`config.mk`:
```
export PLATFORM = sky130hd
export DESIGN_NAME = multiword_add_seq
export DESIGN_NICKNAME = d
export VERILOG_FILES = /design/src/rtl/adder_pkg.sv /design/src/rtl/multiword_add_seq_chunk_adder.sv /design/src/rtl/multiword_add_seq.sv
export SDC_FILE = /design/constraint.sdc
export NUM_CORES = 1
export LEC_CHECK = 0
export BUFFER_PORTS_ARGS = -buffer_cell sky130_fd_sc_hd__buf_2
export CAP_MARGIN = 5
export CORE_AREA = 2 2 87 56
export CTS_BUF_LIST = sky130_fd_sc_hd__clkbuf_8
export CTS_CLUSTER_DIAMETER = 50
export DETAILED_ROUTE_END_ITERATION = 16
export DIE_AREA = 0 0 89 58
export HOLD_SLACK_MARGIN = 0.06
export PLACE_DENSITY_LB_ADDON = 0.12
export SYNTH_ARGS = -nofsm -noshare
export SYNTH_HDL_FRONTEND = slang
export SYNTH_SLANG_ARGS = --single-unit
```
`constraint.sdc`:
```
create_clock -name clk -period 2.9 [get_ports clk]
set_clock_uncertainty 0.1 [all_clocks]
set_input_delay 0.87 -clock clk [delete_from_list [all_inputs] [get_ports clk]]
set_output_delay 0.87 -clock clk [all_outputs]
set_load 0.05 [all_outputs]
```
`src/rtl/adder_pkg.sv`:
```
// Shared types and default sizing for the sequential multi-word adder.
package adder_pkg;

  localparam int ADD_WIDTH = 16;
  localparam int ADD_CHUNK = 4;

  typedef enum logic [1:0] {
    IDLE,
    RUN,
    DONE
  } addseq_state_t;

endpackage

```
`src/rtl/multiword_add_seq_chunk_adder.sv`:
```
// CHUNK-bit combinational ripple adder built from full-adder cells.
module chunk_adder
  import adder_pkg::*;
#(
  parameter int CHUNK = ADD_CHUNK
) (
  input  logic [CHUNK-1:0] a,
  input  logic [CHUNK-1:0] b,
  input  logic             cin,
  output logic [CHUNK-1:0] sum,
  output logic             cout
);

  logic [CHUNK:0] c;

  assign c[0] = cin;

  for (genvar i = 0; i < CHUNK; i++) begin : g_fa
    assign sum[i]   = a[i] ^ b[i] ^ c[i];
    assign c[i+1]   = (a[i] & b[i]) | (c[i] & (a[i] ^ b[i]));
  end

  assign cout = c[CHUNK];

endmodule

```
`src/rtl/multiword_add_seq.sv`:
```
// Sequential WIDTH-bit adder: one CHUNK-bit slice per clock, LSB first.
// Optional MULTIWORD_ADD_SUB_EN adds a subtract request (sub) and signed overflow flag (ovf).
module multiword_add_seq
  import adder_pkg::*;
#(
  parameter int WIDTH = ADD_WIDTH,
  parameter int CHUNK = ADD_CHUNK
) (
  input  logic             clk,
  input  logic             rst,
  input  logic             in_valid,
  output logic             in_ready,
  input  logic [WIDTH-1:0] a,
  input  logic [WIDTH-1:0] b,
  input  logic             cin,
`ifdef MULTIWORD_ADD_SUB_EN
  input  logic             sub,
`endif
  output logic             out_valid,
  input  logic             out_ready,
  output logic [WIDTH-1:0] sum,
  output logic             cout
`ifdef MULTIWORD_ADD_SUB_EN
  ,
  output logic             ovf
`endif
);

  localparam int N     = (CHUNK > 0) ? (WIDTH / CHUNK) : 1;
  localparam int IDX_W = (N > 1) ? $clog2(N) : 1;

  if (CHUNK < 1 || (WIDTH % CHUNK) != 0) begin : g_bad_cfg
    $error("multiword_add_seq: WIDTH must be a nonzero multiple of CHUNK");
  end

  addseq_state_t    state_q, state_d;
  logic [WIDTH-1:0] a_q, a_d;
  logic [WIDTH-1:0] b_q, b_d;
  logic [WIDTH-1:0] sum_q, sum_d;
  logic             carry_q, carry_d;
  logic             cout_q, cout_d;
  logic [IDX_W-1:0] idx_q, idx_d;

  logic [CHUNK-1:0] ch_sum;
  logic             ch_cout;
  logic [WIDTH-1:0] ch_ext;
  logic [WIDTH-1:0] b_load;
  logic             carry_load;

`ifdef MULTIWORD_ADD_SUB_EN
  logic ovf_q, ovf_d;

  // Subtraction is a + ~b + 1; cin has no meaning in that mode.
  assign b_load     = sub ? ~b : b;
  assign carry_load = sub | cin;
  assign ovf        = ovf_q;
`else
  assign b_load     = b;
  assign carry_load = cin;
`endif

  chunk_adder #(.CHUNK(CHUNK)) u_chunk (
    .a    (a_q[CHUNK-1:0]),
    .b    (b_q[CHUNK-1:0]),
    .cin  (carry_q),
    .sum  (ch_sum),
    .cout (ch_cout)
  );

  always_comb begin
    ch_ext              = '0;
    ch_ext[CHUNK-1:0]   = ch_sum;
  end

  always_comb begin
    state_d = state_q;
    a_d     = a_q;
    b_d     = b_q;
    sum_d   = sum_q;
    carry_d = carry_q;
    cout_d  = cout_q;
    idx_d   = idx_q;
`ifdef MULTIWORD_ADD_SUB_EN
    ovf_d   = ovf_q;
`endif
    case (state_q)
      IDLE: begin
        if (in_valid) begin
          a_d     = a;
          b_d     = b_load;
          carry_d = carry_load;
          idx_d   = '0;
          state_d = RUN;
        end
      end
      RUN: begin
        a_d     = a_q >> CHUNK;
        b_d     = b_q >> CHUNK;
        sum_d   = (sum_q >> CHUNK) | (ch_ext << (WIDTH - CHUNK));
        carry_d = ch_cout;
        idx_d   = idx_q + 1'b1;
        if (idx_q == IDX_W'(N - 1)) begin
          cout_d  = ch_cout;
          state_d = DONE;
`ifdef MULTIWORD_ADD_SUB_EN
          // Overflow: operand signs agree but the result sign differs.
          ovf_d   = (a_q[CHUNK-1] == b_q[CHUNK-1]) && (ch_sum[CHUNK-1] != a_q[CHUNK-1]);
`endif
        end
      end
      DONE: begin
        if (out_ready) state_d = IDLE;
      end
      default: state_d = IDLE;
    endcase
  end

  always_ff @(posedge clk) begin
    if (rst) begin
      state_q <= IDLE;
      a_q     <= '0;
      b_q     <= '0;
      sum_q   <= '0;
      carry_q <= 1'b0;
      cout_q  <= 1'b0;
      idx_q   <= '0;
`ifdef MULTIWORD_ADD_SUB_EN
      ovf_q   <= 1'b0;
`endif
    end else begin
      state_q <= state_d;
      a_q     <= a_d;
      b_q     <= b_d;
      sum_q   <= sum_d;
      carry_q <= carry_d;
      cout_q  <= cout_d;
      idx_q   <= idx_d;
`ifdef MULTIWORD_ADD_SUB_EN
      ovf_q   <= ovf_d;
`endif
    end
  end

  assign in_ready  = (state_q == IDLE);
  assign out_valid = (state_q == DONE);
  assign sum       = sum_q;
  assign cout      = cout_q;

endmodule

```
==> flow_metrics.py <==
metrics = {
    "clock_network": {
        "cts.sinks": 54,
        "clockBufferDepth": 2,
        "ctsResizeCount": 0,
        "clk_latency_ps": 300,
        "path_clk_slew_ps": 80,
        "hold_buffers": 0,
        "tritoncts": "built",
        "cts_setup_buffers": 0,
        "cts_max_level": 2,
        "numCtsBuffers": 5,
        "root_buffer": "clkbuf_8",
    },
    "worst_setup_path": {
        "ff2ff_path_depth": 8,
        "ff2ff_setup_slack_ps": 670,
        "crit_path_top_delay_cell": "dfxtp_1",
        "crit_chain": "nor2b_1 -> buf_2",
        "critical-path-top-delay-family": "flip-flops",
        "r2r_end": "sum[15]$_SDFFE_PP0P_",
        "worst_setup_path_end_kind": "primary output",
        "reg2reg_from": "a_q[0]$_SDFFE_PP0P_",
        "max_stage_delay_ps": 640,
        "cp_num_buf_inv": 1,
        "cp.required_ps": 1930,
        "criticalPathCategory": "reg2out",
        "cp_max_fo": 11,
        "start_kind": "flip-flop",
        "worstPathArrival_ps": 1490,
    },
    "logic_synthesis": {
        "ys.flop_type": "dfxtp_1",
        "yosysSeqAreaShare_pct": 47.01,
        "syn_inst": 244,
        "syn-num-nets": 286,
        "synth_area_leaders": "dfxtp_1, o221a_2, a21oi_1, inv_1, nand2_1",
        "synthMuxAreaShare_pct": 0.8705,
        "async_reset_ff_share_pct": 0,
        "synth_area_um2": 2300,
        "synth_compound_area_share_pct": 26.66,
        "syn_avg_cell_area_um2": 9.425,
        "synth_cell_type_count": 27,
        "synth_area_leader_cell": "dfxtp_1",
        "synth-adder-area-share_pct": 4.026,
        "synth_xor_area_share_pct": 0,
        "yosys.area_share.simple_pct": 10.77,
        "yosys_warnings": 0,
        "synth_top_area_share_pct": 47.01,
        "synth_top_family_by_area": "compound AO/OA/AOI/OAI gates",
        "synth_edf_count": 0,
        "ys_ff_latch": 54,
    },
    "grt": {
        "grt_pass1_wl_um": 7355,
        "grt_antenna_before_repair": 0,
        "grt-ovfl-total": 0,
        "grtUsageTotal_pct": 18.35,
        "grt_max_degree": 55,
        "grt_pass1_vias": 1630,
    },
    "layout": {
        "n_antenna_cell": 0,
        "num-fill-cells": 429,
        "syn2layout_area_growth_pct": 15.13,
        "nets": 333,
        "multi_input_area_um2": 973.4,
        "drive_above_1_share_pct": 34.02,
        "seq_area_um2": 1081,
        "fin_util_pct": 60.53,
    },
    "route": {
        "routed_via_density": 5.161,
        "drt_iter0_drc": 107,
        "drc": 0,
        "wire_per_inst_um": 12.81,
        "drt-pass1-iter-count": 4,
        "ant_nets": 0,
        "via_count": 1827,
        "finalWirelength_um": 4534,
    },
    "sta": {
        "fmax_mhz": 406.2,
        "rsz0062_at_grt": "false",
        "min_period_ps": 2462,
        "holdWs_ps": 354.5,
        "setup-tns-final_ps": 0,
        "setup_viol": 0,
        "relSlewSlack_pct": 61.50,
        "worst_pin_slew_ps": 576.2,
        "hold_viol": 0,
        "slew_viol_final": 0,
        "period_share_pct": 84.89,
    },
    "power_and_ir_drop": {
        "ir_drop_mv": 0.2820,
        "power.density_nw_per_um2": 549.0,
        "p_leak_nw": 1.122,
    },
    "floorplanning": {
        "dieWidth_um": 89,
        "num_rows": 19,
        "core_um2": 4374,
        "ioPinCount": 56,
        "die_area_um2": 5162,
        "start_util_pct": 52.57,
        "fp.dieH_um": 58,
    },
    "placed_design": {
        "dp_hpwl_um": 3113,
        "place.port_buffers": 55,
        "gp_congestion": 0.7411,
    },
    "worst_hold_path": {
        "hp-start": "sum[3]$_SDFFE_PP0P_",
        "whs_endpoint": "sum[3]$_SDFFE_PP0P_",
        "hold_depth": 2,
        "hp-class": "reg2reg",
    },
    "status": {
        "status": "complete, no violations",
    },
    "run": {
        "maxCapViolations": 0,
    },
}
-- cell type report --
class                           count  share of cell area (%)
Multi-Input combinational cell    139                   36.77
Tap cell                           63                   2.977
Clock buffer                        5                   2.599
Clock inverter                      2                  0.4253
Sequential cell                    54                   40.83
Inverter                           33                   4.679
Timing Repair Buffer               58                   11.72
-- worst max path at each step --
stage	from	endpoint	slack (ps)	depth (start not counted)
floorplan	state_q[1]$_SDFFE_PP0P_	out_valid	650	2
global placement	a_q[0]$_SDFFE_PP0P_	sum[15]$_SDFFE_PP0P_	740	8
detailed placement	a_q[0]$_SDFFE_PP0P_	sum[15]$_SDFFE_PP0P_	680	8
CTS	state_q[1]$_SDFFE_PP0P_	out_valid	420	2
global route	state_q[1]$_SDFFE_PP0P_	out_valid	370	2
finish	state_q[1]$_SDFFE_PP0P_	out_valid	440	2
-- metal layers --
layer  global-route usage (%)  share of wire, %
met1                    26.91                51
met2                    26.65                43
met3                    5.128               5.1
met4                    5.117              0.68
met5                        0                 0
-- report_power, final --
part	total (mW)	switching [mW]	internal, mW
clock	0.399	0.236	0.163
sequential	0.820	0.0316	0.789
combinational	0.234	0.137	0.0970
total	1.45	0.405	1.05
-- Yosys cell counts, types with 2 or more instances --
cell / instances
dfxtp_1: 54
nor2b_1: 2
nand3b_1: 2
buf_4: 3
fa_1: 4
buf_2: 4
nor2_1: 11
clkbuf_1: 6
a21oi_1: 42
buf_6: 5
a211oi_2: 2
o21ai_0: 2
o221a_2: 25
mux2i_1: 2
inv_1: 33
nand2_1: 28
nor2_4: 2
a22oi_1: 8
-- layout by cell type (no fill, tap or decap) --
cell type and instances:
a211oi_2 2, a21oi_1 42, a22oi_1 8, a311oi_2 1, buf_12 1, buf_2 55
buf_4 2, clkbuf_8 5, clkinvlp_4 1, dfxtp_1 54, fa_1 4, ha_1 1
inv_1 34, mux2i_1 2, nand2_1 28, nand2_2 1, nand3b_1 2, nor2_1 11
nor2_2 1, nor2_4 2, nor2b_1 2, nor2b_4 1, nor3_1 1, nor3b_2 1
o21ai_0 2, o21bai_2 1, o221a_2 25, or2b_1 1
-- per-stage QoR --
| stage | instance area (µm²) | total power [mW] | setup slack, ps | instances |
|---|---|---|---|---|
| after floorplan | 2300 | 1.013 | 647.6 | 244 |
| after global placement | 2567 | 1.070 | 739.1 | 347 |
| after detailed placement | 2567 | 1.074 | 678.4 | 347 |
| after CTS | 2648 | 1.463 | 417.6 | 354 |
| after global routing | 2648 | 1.525 | 373.8 | 354 |
| final | 2648 | 1.453 | 438.3 | 354 |
-- sequential cells by signal (all words and copies together), names as in the netlist --
signal / count
cout: 1
sum: 16
state_q: 2
a_q: 16
carry_q: 1
idx_q: 2
b_q: 16
-- logic make-up (layout without fill, tap and decap cells) --
group	after synthesis	after routing
DFF	54	54
adders and majority gates	5	5
and+or+nand+nor	51	51
buffers and inverters	51	98
AOI/OAI and AO/OA	81	81
muxes	2	2
-- worst register-to-register path, cell delays in order (launching register included) --
cell and delay, ps:
dfxtp_1 340, fa_1 410, inv_1 70, fa_1 150, inv_1 50, fa_1 350, inv_1 70, fa_1 430
a211oi_2 190
No activity file was read; power rests on OpenSTA's default activity.
